==> config.mk <==
export PLATFORM = sky130hd
export DESIGN_NAME = seg_scan_flat
export DESIGN_NICKNAME = d
export VERILOG_FILES = /design/src/rtl/seg_pkg.sv /design/src/rtl/seg_scan_if.sv /design/src/rtl/seg_scan_hex2seg.sv /design/src/rtl/seg_scan.sv /design/src/flat_wrapper.sv
export SDC_FILE = /design/constraint.sdc
export NUM_CORES = 1
export LEC_CHECK = 0
export ABC_AREA = 1
export BUFFER_PORTS_ARGS = -buffer_cell sky130_fd_sc_hd__clkbuf_2
export CAP_MARGIN = 15
export CORE_MARGIN = 8
export CORE_UTILIZATION = 55
export CTS_CLUSTER_DIAMETER = 30
export DETAILED_ROUTE_END_ITERATION = 12
export PLACE_DENSITY_LB_ADDON = 0.12
export SLEW_MARGIN = 40
export SYNTH_ARGS = -nofsm -noshare
export SYNTH_HDL_FRONTEND = slang
export SYNTH_HIERARCHICAL = 1
export SYNTH_SLANG_ARGS = --single-unit
==> constraint.sdc <==
create_clock -name clk -period 2.1 [get_ports clk]
set_input_delay 0.21 -clock clk [delete_from_list [all_inputs] [get_ports clk]]
set_output_delay 0.21 -clock clk [all_outputs]
set_load 0.005 [all_outputs]
==> src/rtl/seg_pkg.sv <==
// Shared constants for the six-digit seven-segment scanner: digit count, glyphs, off codes, FSM states.
// Latency: n/a (constants only); backpressure: n/a.
package seg_pkg;

    localparam int NUM_DIG = 6;

    localparam logic [7:0] SEG_OFF = 8'hFF;
    localparam logic [5:0] SEL_OFF = 6'h3F;

    // Active-low g,f,e,d,c,b,a for hex 0..F; entry 15 is first in the concatenation.
    localparam logic [15:0][6:0] GLYPH = {
        7'h0E, 7'h06, 7'h21, 7'h46, 7'h03, 7'h08, 7'h10, 7'h00,
        7'h78, 7'h02, 7'h12, 7'h19, 7'h30, 7'h24, 7'h79, 7'h40
    };

    localparam logic [0:0] ST_BLANK = 1'b0;
    localparam logic [0:0] ST_ON    = 1'b1;

endpackage

==> src/rtl/seg_scan_if.sv <==
// Display-side bundle: digit data, dp/lz controls in; digit selects, segments, frame pulse out.
// Latency: n/a (wires only); backpressure: none, the display never stalls.
interface seg_scan_if;
    import seg_pkg::*;

    logic [4*NUM_DIG-1:0] data_in;
    logic [NUM_DIG-1:0]   dp_in;
    logic                 lz_en;
    logic [NUM_DIG-1:0]   sel;
    logic [7:0]           seg;
    logic                 frame_done;

    modport slave  (input data_in, dp_in, lz_en, output sel, seg, frame_done);
    modport master (output data_in, dp_in, lz_en, input sel, seg, frame_done);
endinterface

==> src/rtl/seg_scan_hex2seg.sv <==
// Hex nibble to active-low seven-segment glyph (g..a), lowercase b and d.
// Latency: combinational; backpressure: none.
module hex2seg
    import seg_pkg::*;
(
    input  logic [3:0] hex,
    output logic [6:0] seg
);

    assign seg = GLYPH[hex];

endmodule

==> src/rtl/seg_scan.sv <==
// Multiplexed six-digit seven-segment scanner with per-slot blanking, frame-aligned data shadow and leading-zero blanking.
// Latency: one cycle from counter/FSM state to sel/seg pins; backpressure: none, free-running scan.
module seg_scan
    import seg_pkg::*;
#(
    parameter logic [31:0] SCAN_DIV  = 32'd50000,
    parameter logic [31:0] BLANK_CYC = 32'd500
) (
    input  logic        clk,
    input  logic        rst,
    seg_scan_if.slave   io
);

    localparam logic [2:0] LAST_IDX = 3'(NUM_DIG - 1);

    logic [31:0]          cnt_q,    cnt_d;
    logic [2:0]           idx_q,    idx_d;
    logic [4*NUM_DIG-1:0] shadow_q, shadow_d;
    logic [0:0]           state_q,  state_d;
    logic [NUM_DIG-1:0]   sel_q,    sel_d;
    logic [7:0]           seg_q,    seg_d;

    logic       last_cnt;
    logic       frame_end;
    logic       lz_blank;
    logic [3:0] digit;
    logic [6:0] glyph;

    hex2seg u_hex2seg (
        .hex (digit),
        .seg (glyph)
    );

    always_comb begin
        last_cnt  = (cnt_q == SCAN_DIV - 32'd1);
        frame_end = last_cnt && (idx_q == LAST_IDX);

        cnt_d = last_cnt ? 32'd0 : cnt_q + 32'd1;
        idx_d = idx_q;
        if (last_cnt) begin
            idx_d = (idx_q == LAST_IDX) ? 3'd0 : idx_q + 3'd1;
        end

        // Capture only at the frame seam so a frame never mixes two data words.
        shadow_d = frame_end ? io.data_in : shadow_q;
        state_d  = (cnt_d < BLANK_CYC) ? ST_BLANK : ST_ON;

        digit    = 4'(shadow_q >> {idx_q, 2'b00});
        lz_blank = io.lz_en && (idx_q != 3'd0) && ((shadow_q >> {idx_q, 2'b00}) == '0);

        sel_d = SEL_OFF;
        seg_d = SEG_OFF;
        if (state_q == ST_ON) begin
            sel_d = ~(NUM_DIG'(1) << idx_q);
            if (!lz_blank) begin
                seg_d = {~io.dp_in[idx_q], glyph};
            end
        end
    end

    always_ff @(posedge clk) begin
        if (rst) begin
            cnt_q    <= 32'd0;
            idx_q    <= 3'd0;
            shadow_q <= '0;
            // With no blank window the scan must light digit 0 straight after reset.
            state_q  <= (BLANK_CYC == 32'd0) ? ST_ON : ST_BLANK;
            sel_q    <= SEL_OFF;
            seg_q    <= SEG_OFF;
        end else begin
            cnt_q    <= cnt_d;
            idx_q    <= idx_d;
            shadow_q <= shadow_d;
            state_q  <= state_d;
            sel_q    <= sel_d;
            seg_q    <= seg_d;
        end
    end

    assign io.sel        = sel_q;
    assign io.seg        = seg_q;
    assign io.frame_done = frame_end && !rst;

endmodule

==> src/flat_wrapper.sv <==
// flat-port wrapper written by rule: the top's interface ports become plain ports
module seg_scan_flat import seg_pkg::*;
#(
    parameter logic [31:0] SCAN_DIV  = 32'd50000,
    parameter logic [31:0] BLANK_CYC = 32'd500
)
  (clk, rst, io_data_in, io_dp_in, io_lz_en, io_sel, io_seg, io_frame_done);
  seg_scan_if io_i ();
  input  logic clk;
  input  logic rst;
  input wire logic [$bits(io_i.data_in)-1:0] io_data_in;
  input wire logic [$bits(io_i.dp_in)-1:0] io_dp_in;
  input wire logic [$bits(io_i.lz_en)-1:0] io_lz_en;
  output wire logic [$bits(io_i.sel)-1:0] io_sel;
  output wire logic [$bits(io_i.seg)-1:0] io_seg;
  output wire logic [$bits(io_i.frame_done)-1:0] io_frame_done;
  assign io_i.data_in = io_data_in;
  assign io_i.dp_in = io_dp_in;
  assign io_i.lz_en = io_lz_en;
  assign io_sel = io_i.sel;
  assign io_seg = io_i.seg;
  assign io_frame_done = io_i.frame_done;
  seg_scan #(.SCAN_DIV(SCAN_DIV), .BLANK_CYC(BLANK_CYC)) u_core (.clk(clk), .rst(rst), .io(io_i));
endmodule
==> results.json, run 1 <==
{
  "run_status": "finished clean",
  "layout_worst_path_cycle_share": 0.966,
  "io_buffer_count": 47,
  "grt_antenna_before_repair": 0,
  "ir_worst_vdd_mv": 0.452,
  "worstPathArrival_ns": 1.82,
  "effective_utilization_at_floorplan": 0.559,
  "number_of_enable_flip_flop_cells_after_synthesis": 0,
  "fin_max_slew_vios": 0,
  "groute.usage.overall": 0.211,
  "clkSlewWorstSetupHoldPaths_ns": 0.07,
  "postSynthCellCount": 670,
  "route.detailed.wl_per_inst_um": 13.6,
  "max_slew_margin": 0.735,
  "die_x_um": 104,
  "cts.hold.buffers_added": 0,
  "final_util": 0.666,
  "synth-seq-cells": 74,
  "power_w": 0.00253,
  "layout-area-overhead-vs-synth_pct": 19.1,
  "tritoncts": "built",
  "drt_iter0_markers": 302,
  "place.gp.congestion": 0.973,
  "post-place-cells": 827,
  "grt.overflow.total": 0,
  "cap_violations": 0,
  "post_synth_instance_area_mm2": 0.00425,
  "io_pins": 48,
  "synth_simple_gate_area_frac": 0.409,
  "fraction_of_synthesized_cell_area_in_xor_and_xnor_cells": 0.0144,
  "drt.antenna.violating_nets": 0,
  "combinationalPowerShare": 0.034,
  "clkLatencyLatePin_ns": 0.35,
  "p_int_w": 0.00197,
  "synthesis.yosys.warnings": 6,
  "synth_compound_gate_area_share": 0.108,
  "layoutNonFillerInstCount": 848,
  "finalSetupTns_ns": 0,
  "synthArstFlopShare": 0,
  "fp.dieH_um": 104,
  "fin_skew_ns": 0.00906,
  "critPathKind": "flop to output pin",
  "std_cell_rows": 32,
  "num-nets-final": 784,
  "critPathLaunchType": "flop",
  "ctsHtreeMaxLevel": 3,
  "setup_slack_on_the_worst_flop_to_flop_path_ns": 0.13,
  "synth.area.mux_share": 0,
  "switching_share": 0.223,
  "synth_cell_types": 41,
  "seq_area_frac_synth": 0.348,
  "clock_power_share": 0.408,
  "postSynthAreaPerCell_um2": 6.35,
  "synthesis.nets": 713,
  "setup_viol": 0,
  "fraction_of_layout_cells_with_a_size_suffix_above_1": 0.202,
  "first_global_vias": 4124,
  "sequentialPowerShare": 0.557,
  "layout_commonest_cell": "nand2_1",
  "core_box_area_mm2": 0.00761,
  "synth_top_family_by_area": "simple AND/OR/NAND/NOR gates",
  "totalWireLength_mm": 11.5,
  "timing.hold.ws_ns": 0.107,
  "grt_setup_unrepaired": "yes",
  "grt_first_pass_wirelength_mm": 18.9,
  "pin_count_of_the_biggest_net_entering_global_routing": 41,
  "detail_route.first_pass.iterations": 5,
  "final_cell_mix": "nand2_1 (162), nor2_1 (114), inv_1 (75)",
  "design.die.area_mm2": 0.0108,
  "fill_cells": 733,
  "timing_hold_violations_final": 0,
  "timing.final.crit_period_ns": 2.03,
  "detailed_place_hpwl_mm": 8.95,
  "cts-root-buf": "clkbuf_8",
  "power_leakage_nw": 2.22,
  "synth_ff_type": "dfxtp_1",
  "power.density_mw_per_mm2": 500,
  "n_antenna_cell": 0,
  "cts_inserted_buffers": 9,
  "synth_adder_area_share": 0.0294,
  "vias": 4501,
  "max_freq_ghz": 0.493,
  "post_drt_via_cell_ratio": 5.31,
  "worstPathMaxFanout": 4,
  "cts.path.max_buffers": 2,
  "hold_class": "input pin to flop",
  "worstMarginPinSlew_ns": 0.396,
  "numClockSinks": 74,
  "post-route-drc-count": 0,
  "total_switching_power_w": 0.000564,
  "endpoint_kind": "output pin",
  "worst-endpoint-required_ns": 1.89
}
[power by group through the flow]
stage,clock (W),combinational [W],sequential [W]
floorplan,0,0.0000384,0.00145
global placement,0,0.0000777,0.00145
detailed placement,0,0.0000784,0.00145
CTS,0.00105,0.0000790,0.00141
global route,0.00111,0.0000997,0.00141
finish,0.00103,0.0000873,0.00141
[state kept, by name, indices dropped and copies added (netlist names)]
register         count
u_core/io.seg        8
u_core/state_q       1
u_core/cnt_q        32
u_core/shadow_q     24
u_core/idx_q         3
u_core/io.sel        6
[synthesized netlist by cell type, types with 7 or more instances]
| master | instances | area share |
|---|---|---|
| a21oi_1 | 26 | 0.031 |
| clkbuf_1 | 12 | 0.011 |
| dfxtp_1 | 74 | 0.35 |
| ha_1 | 10 | 0.029 |
| inv_1 | 75 | 0.066 |
| inv_2 | 7 | 0.0062 |
| nand2_1 | 168 | 0.15 |
| nand2_2 | 7 | 0.010 |
| nand3_1 | 52 | 0.061 |
| nand4_1 | 11 | 0.016 |
| nor2_1 | 120 | 0.11 |
| nor2_2 | 8 | 0.012 |
| nor3_1 | 17 | 0.020 |
| o21ai_0 | 24 | 0.028 |
| o21ai_1 | 10 | 0.012 |
[timing repair]
action | CTS | global route
endpoints found under the setup margin | 7 | 9
pin swaps | 1 | 5
hold endpoints to repair | 0 | 0
setup buffers | 1 | 4
gates resized for setup | 5 | 35
[critical path: stages (launching register included)]
cell and delay, ns:
dfxtp_4 0.37, ha_4 0.13, nand2_2 0.06, inv_2 0.09
nand2_4 0.07, nor2_4 0.10, nand4_1 0.14, inv_2 0.12
nand2_4 0.06, nor3_4 0.18, buf_2 0.13
[metrics by stage]
step | area (um2) | worst slack (ns)
floorplan | 4250 | 0.221
global placement | 4730 | 0.0603
detailed placement | 4730 | -0.0271
CTS | 4930 | -0.0245
global route | 5060 | -0.0186
finish | 5060 | 0.0704
[metal layers]
metal	wire length, um	track usage
met1	5540	0.288
met4	188	0.0755
met2	5040	0.327
met5	0	0
met3	729	0.0341
[worst paths after layout]
kind | end | from | cells past startpoint
setup / recovery | io_frame_done | u_core/cnt_q[1] | 10
hold / removal | u_core/shadow_q[7] | io_data_in[7] | 3
setup reg to reg | u_core/state_q | u_core/cnt_q[11] | 13
hold reg to reg | u_core/io.sel[4] | u_core/idx_q[2] | 1
[layout make-up]
| class | count | area [um2] | area share |
|---|---|---|---|
| multi-input combinational | 496 | 2480 | 0.490 |
| sequential | 74 | 1500 | 0.296 |
| timing repair buffer | 77 | 460 | 0.0909 |
| inverter | 83 | 312 | 0.0615 |
| clock buffer | 14 | 173 | 0.0341 |
| tap | 102 | 128 | 0.0252 |
| clock inverter | 2 | 10.0 | 0.00198 |
[logic make-up (layout without fill, tap and decap cells)]
| logic type | Yosys count | count (layout) |
|---|---|---|
| adders and majority gates | 10 | 10 |
| AOI/OAI and AO/OA | 80 | 80 |
| DFF | 74 | 74 |
| xor gates and xnor gates | 7 | 7 |
| buffers and inverters | 100 | 176 |
| and+or+nand+nor | 399 | 399 |
Power figures use the tool's default switching activity.
==> run 2: changes to the inputs <==
- BUFFER_PORTS_ARGS: -buffer_cell sky130_fd_sc_hd__clkbuf_2 -> -buffer_cell sky130_fd_sc_hd__buf_2
- CORE_ASPECT_RATIO: unset -> 2
- REMOVE_ABC_BUFFERS: unset -> 1
==> run 2 against run 1 <==
Combinational power increased by 2%. Setup slack lost 0.0054 ns. Flip-flop and latch count did not move. Via count is 5.2% higher. Fmax decreased by 0.26%. Count of clock-buffer cells in the layout decreased by 4. Sequential share of layout area fell by 1.5 points. Wire length rose by 28%. Largest cell class unchanged. Global-route usage rose by 5.6 points. Critical path depth shrank 2.
==> results.json, run 2 (same netlist as run 1, synthesis figures left out) <==
{
  "endpoint_kind": "output pin",
  "clkSlewWorstSetupHoldPaths_ns": 0.06,
  "max_freq_ghz": 0.491,
  "clkLatencyLatePin_ns": 0.34,
  "drt.antenna.violating_nets": 0,
  "largest_register_ff_count": 32,
  "power_w": 0.00320,
  "run_status": "finished clean",
  "grt_util_met1": 0.233,
  "layout_worst_path_cycle_share": 0.969,
  "grt.met2_usage": 0.514,
  "layout_commonest_cell": "nand2_1",
  "drt_iter0_markers": 402,
  "registers.top_by_ff_count": "u_core/cnt_q",
  "place.gp.congestion": 1.06,
  "finalSetupTns_ns": 0,
  "setup_slack_on_the_worst_flop_to_flop_path_ns": 0.11,
  "cts.hold.buffers_added": 0,
  "n_antenna_cell": 0,
  "ir_worst_vdd_mv": 0.687,
  "detailed_place_hpwl_mm": 11.2,
  "grt_antenna_before_repair": 0,
  "cap_violations": 0,
  "ctsHtreeMaxLevel": 3,
  "grt_first_pass_wirelength_mm": 22.6,
  "die_x_um": 78.2,
  "detail_route.first_pass.iterations": 5,
  "power_leakage_nw": 2.35,
  "io_pins": 48,
  "fin_max_slew_vios": 0,
  "numClockSinks": 74,
  "timing.final.crit_period_ns": 2.04,
  "post-place-ws_ns": -0.0199,
  "critPathKind": "flop to output pin",
  "fraction_of_layout_cells_with_a_size_suffix_above_1": 0.242,
  "post-route-drc-count": 0,
  "hold_class": "input pin to flop",
  "groute.usage.overall": 0.267,
  "worstPathArrival_ns": 1.83,
  "num-nets-final": 795,
  "grt_setup_unrepaired": "yes",
  "fin_skew_ns": 0.00859,
  "route.detailed.wl_per_inst_um": 17.3,
  "cts.path.max_buffers": 2,
  "power.density_mw_per_mm2": 596,
  "io_buffer_count": 47,
  "timing_hold_violations_final": 0,
  "totalWireLength_mm": 14.7,
  "fp.dieH_um": 140,
  "worstMarginPinSlew_ns": 0.479,
  "max_slew_margin": 0.677,
  "grt.met3_usage": 0.0474,
  "vias": 4734,
  "final_util": 0.711,
  "critPathLaunchType": "flop",
  "tritoncts": "built",
  "cts-root-buf": "clkbuf_16",
  "grt.overflow.total": 0,
  "std_cell_rows": 45,
  "effective_utilization_at_floorplan": 0.564,
  "finalWorstSetupSlack_ns": 0.0650,
  "first_global_vias": 4632,
  "final_cell_mix": "nand2_1 (159), nor2_1 (108), inv_1 (74)",
  "pin_count_of_the_biggest_net_entering_global_routing": 41,
  "worst-endpoint-required_ns": 1.89,
  "worstPathMaxFanout": 5,
  "cts_inserted_buffers": 9,
  "core_box_area_mm2": 0.00754,
  "setup_viol": 0,
  "design.die.area_mm2": 0.0110,
  "global_route.peak_usage_layer": "met2",
  "layout-area-overhead-vs-synth_pct": 26.1,
  "post_drt_via_cell_ratio": 5.56
}
run 2: final cells by class:
cell class / count / area, um2
Multi-Input combinational cell: 496 / 2550
Fill cell: 668 / 2180
Sequential cell: 74 / 1510
Timing Repair Buffer: 88 / 551
Inverter: 83 / 312
Clock buffer: 10 / 239
Tap cell: 94 / 118
Clock inverter: 6 / 90.1
run 2: per-stage QoR:
stage               instances  cell area, um2  hold slack [ns]
floorplan                 653            4180            0.281
global placement          830            4800            0.416
detailed placement        830            4800            0.420
CTS                       847            5150            0.109
global route              851            5360            0.138
finish                    851            5360            0.108
run 2: layer usage:
metal | vias up | part of all wire
met5 | - | 0
met4 | 0 | 0.071
met3 | 80 | 0.043
met2 | 183 | 0.56
met1 | 2163 | 0.33
li1 | 2308 | -
run 2: what timing repair did:
action / CTS / global route
setup buffers: 1 / 4
pin swaps: 1 / 10
endpoints found under the setup margin: 4 / 28
gates resized for setup: 7 / 58
run 2: power breakdown:
part           switching, W  internal (W)   total, W
logic             0.0000488     0.0000402  0.0000890
registers        0.00000837       0.00141    0.00142
clock network      0.000618       0.00107    0.00169
total              0.000675       0.00252    0.00320
run 2: worst max-delay path: stages, from the launching register on:
cell     delay, ns
dfxtp_2       0.36
nor2_2        0.16
nand2_1       0.09
nor3_2        0.21
nand4_1       0.16
inv_2         0.11
nand2_4       0.07
nor3_4        0.19
buf_2         0.14
run 2: final timing paths:
check | to | start | cells past startpoint
worst max register to register | u_core/io.seg[3] | u_core/idx_q[0] | 12
worst min-delay path | u_core/shadow_q[17] | io_data_in[17] | 3
worst max-delay path | io_frame_done | u_core/cnt_q[16] | 8
worst min register to register | u_core/io.sel[4] | u_core/idx_q[2] | 1
==> run 3: changes to the inputs <==
- ABC_AREA: 1 -> unset
- CTS_BUF_LIST: unset -> sky130_fd_sc_hd__clkbuf_8
- SKIP_LAST_GASP: unset -> 1
==> run 3 against run 2 <==
The run now ends with negative setup slack left. Synthesized cell count shrank 26%. Critical path depth unchanged. Design area grew 0.68%. Flip-flop and latch count unchanged.
==> results.json, run 3 <==
{
  "run_status": "complete, but fails checks",
  "violations": "negative setup slack",
  "core_box_area_mm2": 0.00716,
  "timing.hold.ws_ns": 0.0939,
  "number_of_enable_flip_flop_cells_after_synthesis": 0,
  "vias": 3907,
  "grt_setup_unrepaired": "yes",
  "timing_hold_violations_final": 0,
  "largest_register_ff_count": 32,
  "post-route-drc-count": 0,
  "detailed_place_hpwl_mm": 7.38,
  "ir_worst_vdd_mv": 0.627,
  "hold_class": "input pin to flop",
  "layout_commonest_cell": "buf_4",
  "synthArstFlopShare": 0,
  "layout_worst_path_cycle_share": 1.02,
  "fraction_of_layout_cells_with_a_size_suffix_above_1": 0.341,
  "seq_area_frac_synth": 0.369,
  "io_buffer_count": 47,
  "drt_iter0_markers": 265,
  "p_int_w": 0.00212,
  "synth-seq-cells": 74,
  "route.met3.wl_um": 442,
  "worst-endpoint-required_ns": 2.32,
  "cts_inserted_buffers": 9,
  "drt.antenna.violating_nets": 0,
  "netlist_top_cells_area": "dfxtp_1 (37%), nand2_1 (7.7%), nor2_1 (4.6%)",
  "numClockSinks": 74,
  "cts-root-buf": "clkbuf_8",
  "synthesis.yosys.warnings": 6,
  "post_synth_instance_area_mm2": 0.00402,
  "setup_slack_on_the_worst_flop_to_flop_path_ns": -0.05,
  "met2WireLength_mm": 5.00,
  "finalSetupTns_ns": -0.298,
  "endpoint_kind": "flop",
  "num-nets-final": 660,
  "effective_utilization_at_floorplan": 0.561,
  "combinationalPowerShare": 0.032,
  "grt_first_pass_wirelength_mm": 16.8,
  "registers.top_by_ff_count": "u_core/cnt_q",
  "timing.final.crit_period_ns": 2.15,
  "routed.top_layer": "met4",
  "clkSlewWorstSetupHoldPaths_ns": 0.08,
  "worstPathArrival_ns": 2.37,
  "ctsHtreeMaxLevel": 3,
  "critPathLaunchType": "flop",
  "totalWireLength_mm": 10.2,
  "yosys.cell_count.top_type": "nand2_1",
  "timing.hold.worst_endpoint": "u_core/shadow_q[21]",
  "timing.hold.worst_path_depth": 3,
  "tritoncts": "built",
  "route.detailed.wl_per_inst_um": 14.3,
  "post_drt_via_cell_ratio": 5.47,
  "postSynthCellCount": 495,
  "io_pins": 48,
  "worstPathMaxFanout": 4,
  "fin_skew_ns": 0.0101,
  "grt.overflow.total": 0,
  "die_x_um": 76.4,
  "layout-area-overhead-vs-synth_pct": 34.5,
  "sequentialPowerShare": 0.522,
  "fill_cells": 585,
  "postSynthAreaPerCell_um2": 8.11,
  "detail_route.first_pass.iterations": 5,
  "switching_share": 0.216,
  "synth_top_cell_by_area": "dfxtp_1",
  "synth_top_cells_by_count": "nand2_1 (82), dfxtp_1 (74), nor2_1 (49)",
  "fp.dieH_um": 137,
  "place.gp.congestion": 0.943,
  "critPathKind": "flop to flop",
  "synth_ff_type": "dfxtp_1",
  "cap_violations": 0,
  "worstMarginPinSlew_ns": 0.459,
  "clkLatencyLatePin_ns": 0.35,
  "max_slew_margin": 0.691,
  "post_route_met1_wirelength_mm": 4.61,
  "groute.usage.overall": 0.195,
  "std_cell_rows": 44,
  "r2r_cells": 8,
  "synth_cell_types": 59,
  "finalWorstSetupSlack_ns": -0.0514,
  "setup_viol": 10,
  "total_switching_power_w": 0.000584,
  "first_global_vias": 3653,
  "pin_count_of_the_biggest_net_entering_global_routing": 39,
  "synth_top_cell_area_share": 0.369,
  "power_leakage_nw": 2.14,
  "fin_max_slew_vios": 0,
  "design.die.area_mm2": 0.0105,
  "cts.hold.buffers_added": 0,
  "grt_antenna_before_repair": 0,
  "power.density_mw_per_mm2": 501,
  "final_cell_mix": "buf_4 (91), nand2_1 (79), dfxtp_1 (65)",
  "hold_path_startpoint": "io_data_in[21]",
  "clock_power_share": 0.446,
  "max_freq_ghz": 0.465,
  "r2r_start": "u_core/cnt_q[9]",
  "r2r-end": "u_core/state_q",
  "n_antenna_cell": 0,
  "cts.path.max_buffers": 2
}
## run 3: worst max-delay path by stage
stage               startpoint  cells past startpoint                to
2_1_floorplan  u_core/idx_q[0]                      6  u_core/io.seg[7]
3_5_place_dp   u_core/idx_q[0]                      6  u_core/io.seg[7]
4_1_cts        u_core/idx_q[0]                      8  u_core/io.seg[7]
3_3_place_gp   u_core/idx_q[0]                      7  u_core/io.seg[7]
5_1_grt        u_core/cnt_q[8]                      8    u_core/state_q
6_report       u_core/cnt_q[9]                      8    u_core/state_q
## run 3: power by group through the flow
| stage | logic [W] | clock network [W] | registers (W) |
|---|---|---|---|
| 3_3_place_gp | 0.0000818 | 0 | 0.00144 |
| 2_1_floorplan | 0.0000199 | 0 | 0.00145 |
| 6_report | 0.0000874 | 0.00121 | 0.00141 |
| 4_1_cts | 0.0000841 | 0.00123 | 0.00141 |
| 5_1_grt | 0.0000976 | 0.00128 | 0.00141 |
| 3_5_place_dp | 0.0000833 | 0 | 0.00144 |
## run 3: what timing repair did
action	4_1_cts	5_1_grt
cloned	0	0
pin swaps	15	12
endpoints found under the setup margin	34	34
resized for setup	22	28
buffers inserted	6	9
## run 3: final cells by class
type	instances	area, um2	area share
sequential	74	1500	0.277
timing repair buffer	145	1010	0.188
inverter	13	51.3	0.00950
tap	92	115	0.0213
clock buffer	9	124	0.0229
multi-input combinational	374	2510	0.464
clock inverter	7	93.8	0.0174
## run 3: worst max-delay path, cell delays in order, from the launching register on
cell and delay [ns]:
dfxtp_2 0.36, nand4_1 0.19, buf_4 0.20, nand3b_1 0.26, nor3_2 0.24, xor2_1 0.12, nor4bb_1 0.33, and3_4 0.24
a41oi_1 0.08
## run 3: routing by layer
| metal | GRT usage | vias up |
|---|---|---|
| li1 | - | 1969 |
| met1 | 0.243 | 1837 |
| met2 | 0.316 | 90 |
| met3 | 0.0401 | 11 |
| met4 | 0.0862 | 0 |
| met5 | 0 | - |
## run 3: metrics by stage
stage	worst slack [ns]	total power, W	cell area, um2	util	instances
2_1_floorplan	-0.717	0.00147	3860	-	461
3_3_place_gp	-0.121	0.00153	4870	0.681	684
3_5_place_dp	-0.168	0.00153	4870	0.681	684
4_1_cts	-0.0757	0.00273	5220	0.730	706
5_1_grt	-0.140	0.00279	5400	0.755	714
6_report	-0.0514	0.00270	5400	0.755	714
## run 3: kinds of logic (layout without fill, tap and decap cells)
kind of cell	Yosys count	after routing	synth area share
AO/OA/AOI/OAI	69	69	0.108
adder cells (fa/ha/maj)	10	10	0.0312
multiplexers	15	15	0.0536
flip-flops	74	74	0.369
buffers and inverters	47	174	0.0517
AND/OR/NAND/NOR	245	245	0.310
XOR/XNOR	35	35	0.0763
